==> src/rtl/de_pipe_grf.sv <==
`default_nettype none
// ============================================================================
//  Module   : de_pipe_grf
//  Purpose  : Decode-stage general register file with write-through bypass,
//             per-port E/M/W forwarding muxes, load-use hazard detection and
//             the D/E pipeline register (separate hold and bubble controls).
//  Revision : 1.0  initial parametrised release
// ----------------------------------------------------------------------------
//  Ports
//    clk         in   clock, all state changes on the rising edge
//    reset       in   synchronous active-low reset
//    d_valid     in   D stage holds a real instruction
//    d_raddr     in   NUM_RD read addresses, port i at [i*AW +: AW]
//    d_fwd_sel   in   per port: 00 GRF/bypass, 01 e_fwd, 10 m_fwd, 11 w_data
//    d_waddr     in   destination register decoded in D (0 = none)
//    d_payload   in   opaque instr/PC/immediate bundle carried to E
//    e_fwd       in   forwarding value from E
//    m_fwd       in   forwarding value from M
//    e_is_load   in   instruction in E is a load
//    w_en        in   write-back enable
//    w_addr      in   write-back address
//    w_data      in   write-back data
//    w_pc        in   PC of the writing instruction (trace only)
//    de_stall    in   hold the D/E register
//    de_flush    in   load a bubble into the D/E register (beats de_stall)
//    d_rdata     out  combinational forwarded read data
//    d_load_use  out  combinational load-use hazard request
//    de_valid    out  registered valid
//    de_rdata    out  registered read data
//    de_waddr    out  registered destination
//    de_payload  out  registered payload
// ----------------------------------------------------------------------------
//  Build option
//    GRF_WRITE_TRACE_EN : when defined, every committed write prints
//                         "<time>@<pc>: $<reg> <= <data>".
// ============================================================================
module de_pipe_grf #(
    parameter int DATA_W = 32,
    parameter int AW     = 5,
    parameter int NUM_RD = 2,
    parameter int PAY_W  = 96,
    parameter int PC_W   = 32
) (
    input  logic                     clk,
    input  logic                     reset,
    input  logic                     d_valid,
    input  logic [NUM_RD*AW-1:0]     d_raddr,
    input  logic [NUM_RD*2-1:0]      d_fwd_sel,
    input  logic [AW-1:0]            d_waddr,
    input  logic [PAY_W-1:0]         d_payload,
    input  logic [DATA_W-1:0]        e_fwd,
    input  logic [DATA_W-1:0]        m_fwd,
    input  logic                     e_is_load,
    input  logic                     w_en,
    input  logic [AW-1:0]            w_addr,
    input  logic [DATA_W-1:0]        w_data,
    input  logic [PC_W-1:0]          w_pc,
    input  logic                     de_stall,
    input  logic                     de_flush,
    output logic [NUM_RD*DATA_W-1:0] d_rdata,
    output logic                     d_load_use,
    output logic                     de_valid,
    output logic [NUM_RD*DATA_W-1:0] de_rdata,
    output logic [AW-1:0]            de_waddr,
    output logic [PAY_W-1:0]         de_payload
);

    localparam int c_DEPTH = 1 << AW;

    logic [DATA_W-1:0]        r_grf [c_DEPTH];
    logic                     r_de_valid;
    logic [NUM_RD*DATA_W-1:0] r_de_rdata;
    logic [AW-1:0]            r_de_waddr;
    logic [PAY_W-1:0]         r_de_payload;

    logic                     w_commit;
    logic                     w_addr_hit;

    // Writes to r0 are dropped here so entry 0 stays at its reset value.
    assign w_commit = w_en && (w_addr != '0);

    // ------------------------------------------------------------------
    // Register file write port
    // ------------------------------------------------------------------
    always_ff @(posedge clk) begin
        if (!reset) begin
            for (int i = 0; i < c_DEPTH; i++) begin
                r_grf[i] <= '0;
            end
        end else if (w_commit) begin
            r_grf[w_addr] <= w_data;
`ifdef GRF_WRITE_TRACE_EN
            $display("%0t@%h: $%0d <= %h", $time, w_pc, w_addr, w_data);
`endif
        end
    end

`ifndef GRF_WRITE_TRACE_EN
    // The trace PC has no consumer when tracing is compiled out.
    logic w_unused_pc;
    assign w_unused_pc = ^w_pc;
`endif

    // ------------------------------------------------------------------
    // Read ports: r0 / write-through bypass / array, then forwarding mux
    // ------------------------------------------------------------------
    for (genvar p = 0; p < NUM_RD; p++) begin : g_rd
        logic [AW-1:0]     w_raddr;
        logic [1:0]        w_sel;
        logic [DATA_W-1:0] w_base;
        logic [DATA_W-1:0] w_out;

        assign w_raddr = d_raddr[p*AW +: AW];
        assign w_sel   = d_fwd_sel[p*2 +: 2];

        always_comb begin
            w_base = r_grf[w_raddr];
            if (w_raddr == '0) begin
                w_base = '0;
            end else if (w_en && (w_addr == w_raddr)) begin
                w_base = w_data;
            end
        end

        // Forwarding overrides even r0; the decoder never selects it there.
        always_comb begin
            w_out = w_base;
            case (w_sel)
                2'b01:   w_out = e_fwd;
                2'b10:   w_out = m_fwd;
                2'b11:   w_out = w_data;
                default: w_out = w_base;
            endcase
        end

        assign d_rdata[p*DATA_W +: DATA_W] = w_out;
    end

    // ------------------------------------------------------------------
    // Load-use detection: a load in E whose destination D wants to read
    // ------------------------------------------------------------------
    always_comb begin
        w_addr_hit = 1'b0;
        for (int i = 0; i < NUM_RD; i++) begin
            if (d_raddr[i*AW +: AW] == r_de_waddr) begin
                w_addr_hit = 1'b1;
            end
        end
    end

    assign d_load_use = r_de_valid && e_is_load && (r_de_waddr != '0) &&
                        d_valid && w_addr_hit;

    // ------------------------------------------------------------------
    // D/E pipeline register: flush beats stall beats capture.
    // A held entry is not refreshed from write-back; E forwarding covers it.
    // ------------------------------------------------------------------
    always_ff @(posedge clk) begin
        if (!reset || de_flush) begin
            r_de_valid   <= 1'b0;
            r_de_rdata   <= '0;
            r_de_waddr   <= '0;
            r_de_payload <= '0;
        end else if (!de_stall) begin
            r_de_valid   <= d_valid;
            r_de_rdata   <= d_rdata;
            r_de_waddr   <= d_valid ? d_waddr : '0;
            r_de_payload <= d_payload;
        end
    end

    assign de_valid   = r_de_valid;
    assign de_rdata   = r_de_rdata;
    assign de_waddr   = r_de_waddr;
    assign de_payload = r_de_payload;

endmodule
`default_nettype wire

==> config.mk <==
export PLATFORM = sky130hd
export DESIGN_NAME = de_pipe_grf
export DESIGN_NICKNAME = d
export VERILOG_FILES = /design/src/rtl/de_pipe_grf.sv
export SDC_FILE = /design/constraint.sdc
export NUM_CORES = 2
export LEC_CHECK = 0
export ABC_CLOCK_PERIOD_IN_PS = 5350
export BUFFER_PORTS_ARGS = -buffer_cell sky130_fd_sc_hd__buf_2
export CAP_MARGIN = 10
export CORE_MARGIN = 4
export CORE_UTILIZATION = 61
export CTS_CLUSTER_DIAMETER = 200
export CTS_CLUSTER_SIZE = 8
export DETAILED_ROUTE_END_ITERATION = 8
export PLACE_DENSITY = 0.77
export SLEW_MARGIN = 30
export SYNTH_ARGS = -nofsm -noshare
export SYNTH_HDL_FRONTEND = slang
export SYNTH_SLANG_ARGS = --single-unit
export TNS_END_PERCENT = 20
==> constraint.sdc <==
create_clock -name clk -period 5.35 [get_ports clk]
set_clock_uncertainty 0.15 [all_clocks]
set_input_delay 0.535 -clock clk [delete_from_list [all_inputs] [get_ports clk]]
set_output_delay 0.535 -clock clk [all_outputs]
set_load 0.005 [all_outputs]
# ---- After elaboration in Yosys (flattened, before gate mapping)
# Memories as Yosys holds them, arrays and structs flattened.
# Index checks and enable logic that the tools add are counted.
dict set report totals {
  latchBits 0
  input_bits 255
  ramBits 1024
  elab_cells 45
  romBits 0
  mem_count 1
  out_inout_bits 231
  register_bits 166
}
dict set report classes {
  n_mux 16
  eq_ne 10
  n_div 0
  multipliers 0
  addsub 0
  reduce_logical 14
  order_cmp 0
  bitwise_logic 0
  shifts 0
}
# memory words width read_ports rd_clocked_by_memory_dff write_ports line_no
set memory_table {}
lappend memory_table {r_grf 32 32 2 0 32 70} ;# logic [DATA_W-1:0] r_grf [c_DEPTH];
# cell count
set op_table {}
lappend op_table {{one-hot mux 32 bit (3 select lines)} 2}
lappend op_table {{two-way mux 32 bit} 5}
lappend op_table {{OR reduction 32 bit} 1}
lappend op_table {{equality test 5 bit} 4}
lappend op_table {{zero test 5 bit} 2}
lappend op_table {{two-way mux 5 bit} 2}
lappend op_table {{nonzero test 5 bit} 2}
lappend op_table {{equality test 2 bit, second input constant} 4}
lappend op_table {{logical AND 1 bit} 7}
lappend op_table {{two-way mux 1 bit} 7}
lappend op_table {{equality test 2 x 1 -> 1 bit, second input constant} 2}
lappend op_table {{zero test 1 bit} 1}
lappend op_table {{logical OR 1 bit} 1}

# ---- Longest topological paths before layout
dict set report logic_depth {
  ltp_word 7
  depth_mapped 11
  mapped_depth_nobuf 6
}

# ---- Worst setup path after synthesis
# OpenSTA, ideal clock, no wires.
dict set report synth_path {
  path_kind {input port to flip-flop}
  startpoint {in w_addr[2]}
  endpoint {mem r_grf[12][0] (enable)}
  path_stages 7
  setup_slack_ns 0.701
  n_path_buf 4
  setup_ns 0.466
  arrival_time_ns 4.033
  t_required_ns 4.734
  path_cell_list {clkbuf_1 or3_1 clkbuf_1 nand3b_1 clkbuf_1 clkbuf_1 o21ai_0}
}
# element line_no
set synth_rtl {}
lappend synth_rtl {{start, declared} 55} ;# input logic [AW-1:0] w_addr,
lappend synth_rtl {{end, declared} 70}

# ---- Final worst setup path
dict set report layout_path {
  startpoint {in d_raddr[3]}
  endpoint {out d_rdata[17]}
}
dict set report layout_via {
  elab_chain_len 5
  elab_cells_between_ends 7
  cone_classes {eq/ne (1); mux (3); reduce/logical (2); memory (1)}
}
# element line_no
set layout_rtl {}
lappend layout_rtl {{start, declared} 47} ;# input logic [NUM_RD*AW-1:0] d_raddr,
lappend layout_rtl {{branches (longest 3 deep; another with memory (32 x 32 bit))} -}
lappend layout_rtl {{two-way mux 32 bit *} 118} ;# if (w_raddr == '0) begin
lappend layout_rtl {{one-hot mux 32 bit (3 select lines) *} 128} ;# case (w_sel)
lappend layout_rtl {{end, declared} 60} ;# output logic [NUM_RD*DATA_W-1:0] d_rdata,
# Every way passes the cells marked *.

==> impl_metrics.toml <==
[critical_path]
critical_path_required_ns = 4.66
r2r_cells = 6
crit_top_cell = "buf_4"
endpoint_kind = "output port"
reg2reg_from = "r_grf[1][20]$_SDFFCE_PN0P_"
start_kind = "primary input"
slowest_stage = "and2_2"
r2r-end = "de_rdata[20]$_SDFFE_PP0N_"
crit_arrival_ns = 3.68
path_class = "primary input to output port"
critPathMaxFanout = 26
ff2ff_setup_slack_ns = 2.52
cp_top_family = "simple AND/OR/NAND/NOR gates"
cp_num_buf_inv = 4
path_cells = "buf_4 > xor2_1 > nor4_1 > and2_2 > buf_4 > a211oi_1 > o31ai_1 > buf_4 > buf_2"
cpPeakStageDelay_ns = 0.79

[worst_hold_path]
min_to = "de_rdata[18]$_SDFFE_PP0N_"
hold_path.class = "primary input to flip-flop"
hp-start = "m_fwd[18]"
min_path_cells = 4

[global_routing]
track_usage = 0.4139
grtUsageMet3 = 0.1791
grt_max_degree = 126
met2_usage = 0.6120
grt_pass1_vias = 45977
grt_overflow_total = 0
met1_usage = 0.5224
grt_pass1_wl_um = 319600
antenna_found_initial = 20
busiest_layer = "met2"

[pwr]
p_leak_nw = 26.93
power_switching_mw = 6.065
clkPwrFrac = 0.412
sw_frac_of_total = 0.2543
ir_drop_mv = 0.2673
pwr-share-seq = 0.455
powerDensity_mw_per_mm2 = 323.2
p_comb_frac = 0.133
p_int_mw = 17.78

[timing]
worst_pin_slew_ns = 1.048
slew_headroom = 0.2990
fin_crit_ns = 4.369
setup_viol = 0
fin_tns_setup_ns = 0
slew_viol_final = 0
rsz0062_at_grt = "false"
hold_viol = 0
fmax_mhz = 228.9
min_period_over_period = 0.8166

[final_layout]
final_util = 0.7211
area_growth_pct = 16.66
drive_gt1_frac = 0.3158
fin_nets = 5174
most-common-layout-cells = "edfxtp_1 (1024), and2_1 (962), mux4_2 (513), buf_2 (442), mux2i_1 (225)"
final_common_cell = "edfxtp_1"
stdcell_area_mm2 = 0.07379

[drt]
viasPerCell = 7.230
drtIter0Drc = 8290
postRouteAntennaNets = 0
vias = 46346
wire_per_inst_um = 35.41
drc = 0
wirelength_um = 227000
first_pass_iters = 6

[placement]
dpl_cell_area_mm2 = 0.06773
dp_hpwl_um = 139000
portBuffers = 453
place_congestion = 0.9562

[clock_network]
insertion_delay_ns = 0.77
clk_path_buf_depth = 3
cts_htree_levels = 4
cts_root_buf = "clkbuf_16"
cts_num_sinks = 1190
cts_resized = 0
clkTransAtPathRegs_ns = 0.05
cts_buffers = 166
cts_tree = "built"

[synth]
async_reset_ff_frac = 0
synthCells = 4469
synth_area_leader_cell = "edfxtp_1"
yosys_register_bits = 1190
seq_area_frac_synth = 0.5387
ys_top_cells_by_area = "edfxtp_1 (49%), mux4_2 (18%), and2_1 (9.5%)"
yosys.area.top_type_share = 0.4862
syn-mean-instance-area_um2 = 14.15
synth_edf_count = 1024
synth_warnings = 0
synth_ff_type = "edfxtp_1"
synth_area_mm2 = 0.06325
yosys.cell_types.count = 48

[die]
start_util = 0.6181
die_height_um = 330.0
ioPinCount = 486
dieArea_mm2 = 0.1089
row_count = 117
die_x_um = 330.0
core_mm2 = 0.1023

[run_status]
status = "finished clean"

[run]
max-cap-violations = 0
how the worst max path moves through the flow:
stage	start	to	slack, ns	cells past startpoint
2_1_floorplan	w_addr[2]	r_grf[12][0]$_SDFFCE_PN0P_	0.70	7
3_3_place_gp	w_addr[2]	r_grf[12][0]$_SDFFCE_PN0P_	0.94	6
3_5_place_dp	d_raddr[0]	d_rdata[17]	1.01	9
4_1_cts	d_raddr[0]	d_rdata[17]	0.99	9
5_1_grt	d_raddr[0]	d_rdata[17]	0.86	9
6_report	d_raddr[3]	d_rdata[17]	0.98	9
synth_stat cells (2+ instances only):
| library cell | n |
|---|---|
| nand2b_1 | 2 |
| a221oi_1 | 33 |
| nand4_1 | 2 |
| clkbuf_1 | 378 |
| xnor2_1 | 10 |
| nor2_1 | 233 |
| edfxtp_1 | 1024 |
| dfxtp_1 | 166 |
| nand3b_1 | 5 |
| or4_1 | 2 |
| xor2_1 | 10 |
| o21a_1 | 31 |
| or3b_2 | 3 |
| and2_1 | 963 |
| a22o_1 | 32 |
| o21ai_0 | 31 |
| a211oi_1 | 63 |
| nor3_1 | 36 |
| o221a_2 | 62 |
| a21oi_1 | 35 |
| buf_2 | 59 |
| nand2_1 | 69 |
| mux2_2 | 127 |
| a22oi_1 | 68 |
| buf_1 | 28 |
| o221ai_1 | 2 |
| mux4_2 | 513 |
| nand4b_1 | 32 |
| o31ai_1 | 62 |
| inv_1 | 35 |
| buf_6 | 13 |
| nand3_1 | 65 |
| nor2b_1 | 35 |
| buf_4 | 2 |
| mux2i_1 | 225 |
layer usage:
| metal | wire [um] | part of all wire |
|---|---|---|
| met1 | 73880 | 0.33 |
| met2 | 100300 | 0.44 |
| met3 | 38450 | 0.17 |
| met4 | 14230 | 0.063 |
| met5 | 117 | 0.00052 |
power groups by stage:
| stage | combinational [mW] | clock (mW) | sequential [mW] |
|---|---|---|---|
| 6_report | 3.18 | 9.83 | 10.8 |
| 5_1_grt | 3.25 | 10.3 | 10.9 |
| 4_1_cts | 3.04 | 9.82 | 10.8 |
| 3_5_place_dp | 2.95 | 0 | 11.0 |
| 3_3_place_gp | 2.91 | 0 | 10.9 |
| 2_1_floorplan | 1.81 | 0 | 10.9 |
kinds of logic (layout without fill, tap and decap cells):
group           count (synthesis)  count (layout)  synth area share
simple gates                 1453            1453            0.1314
flops                        1190            1190            0.5387
mux                           865             865            0.2409
buf+inv                       515            1043           0.03339
compound gates                425             425           0.05286
xor+xnor                       20              20          0.002769
other cells                     1              46        0.00005929
layout make-up:
class,instances,area [um2]
timing repair buffer,731,5298
fill,6364,28540
multi-input combinational,2795,27790
clock buffer,267,4639
antenna,14,35.03
sequential,1190,34070
inverter,35,131.4
tap,1368,1712
clock inverter,10,108.9
flip-flops by register name, indices dropped and copies added (netlist names):
signal / cells
de_waddr: 5
de_valid: 1
de_payload: 96
r_grf: 1024
de_rdata: 64
metrics by stage:
stage	hold WS [ns]	cells	worst slack, ns	total power [mW]
2_1_floorplan	0.3118	4500	0.7012	12.72
3_3_place_gp	0.3033	5990	0.9448	13.84
3_5_place_dp	0.3053	6002	1.015	13.94
4_1_cts	0.001481	6387	0.9926	23.68
5_1_grt	0.06036	6398	0.8624	24.37
6_report	0.04504	6410	0.9810	23.85
worst register-to-register path: cells and delay by family (launching register included):
kind	cells	cell delay [ns]
compound gates	3	1.09
simple gates	1	0.15
flops	1	0.40
mux	2	0.94
timing repair:
| item | in CTS | in global routing |
|---|---|---|
| hold buffers | 108 | 0 |
| buffers inserted | 0 | 0 |
| hold endpoints to repair | 108 | 0 |
Power figures use the tool's default switching activity.
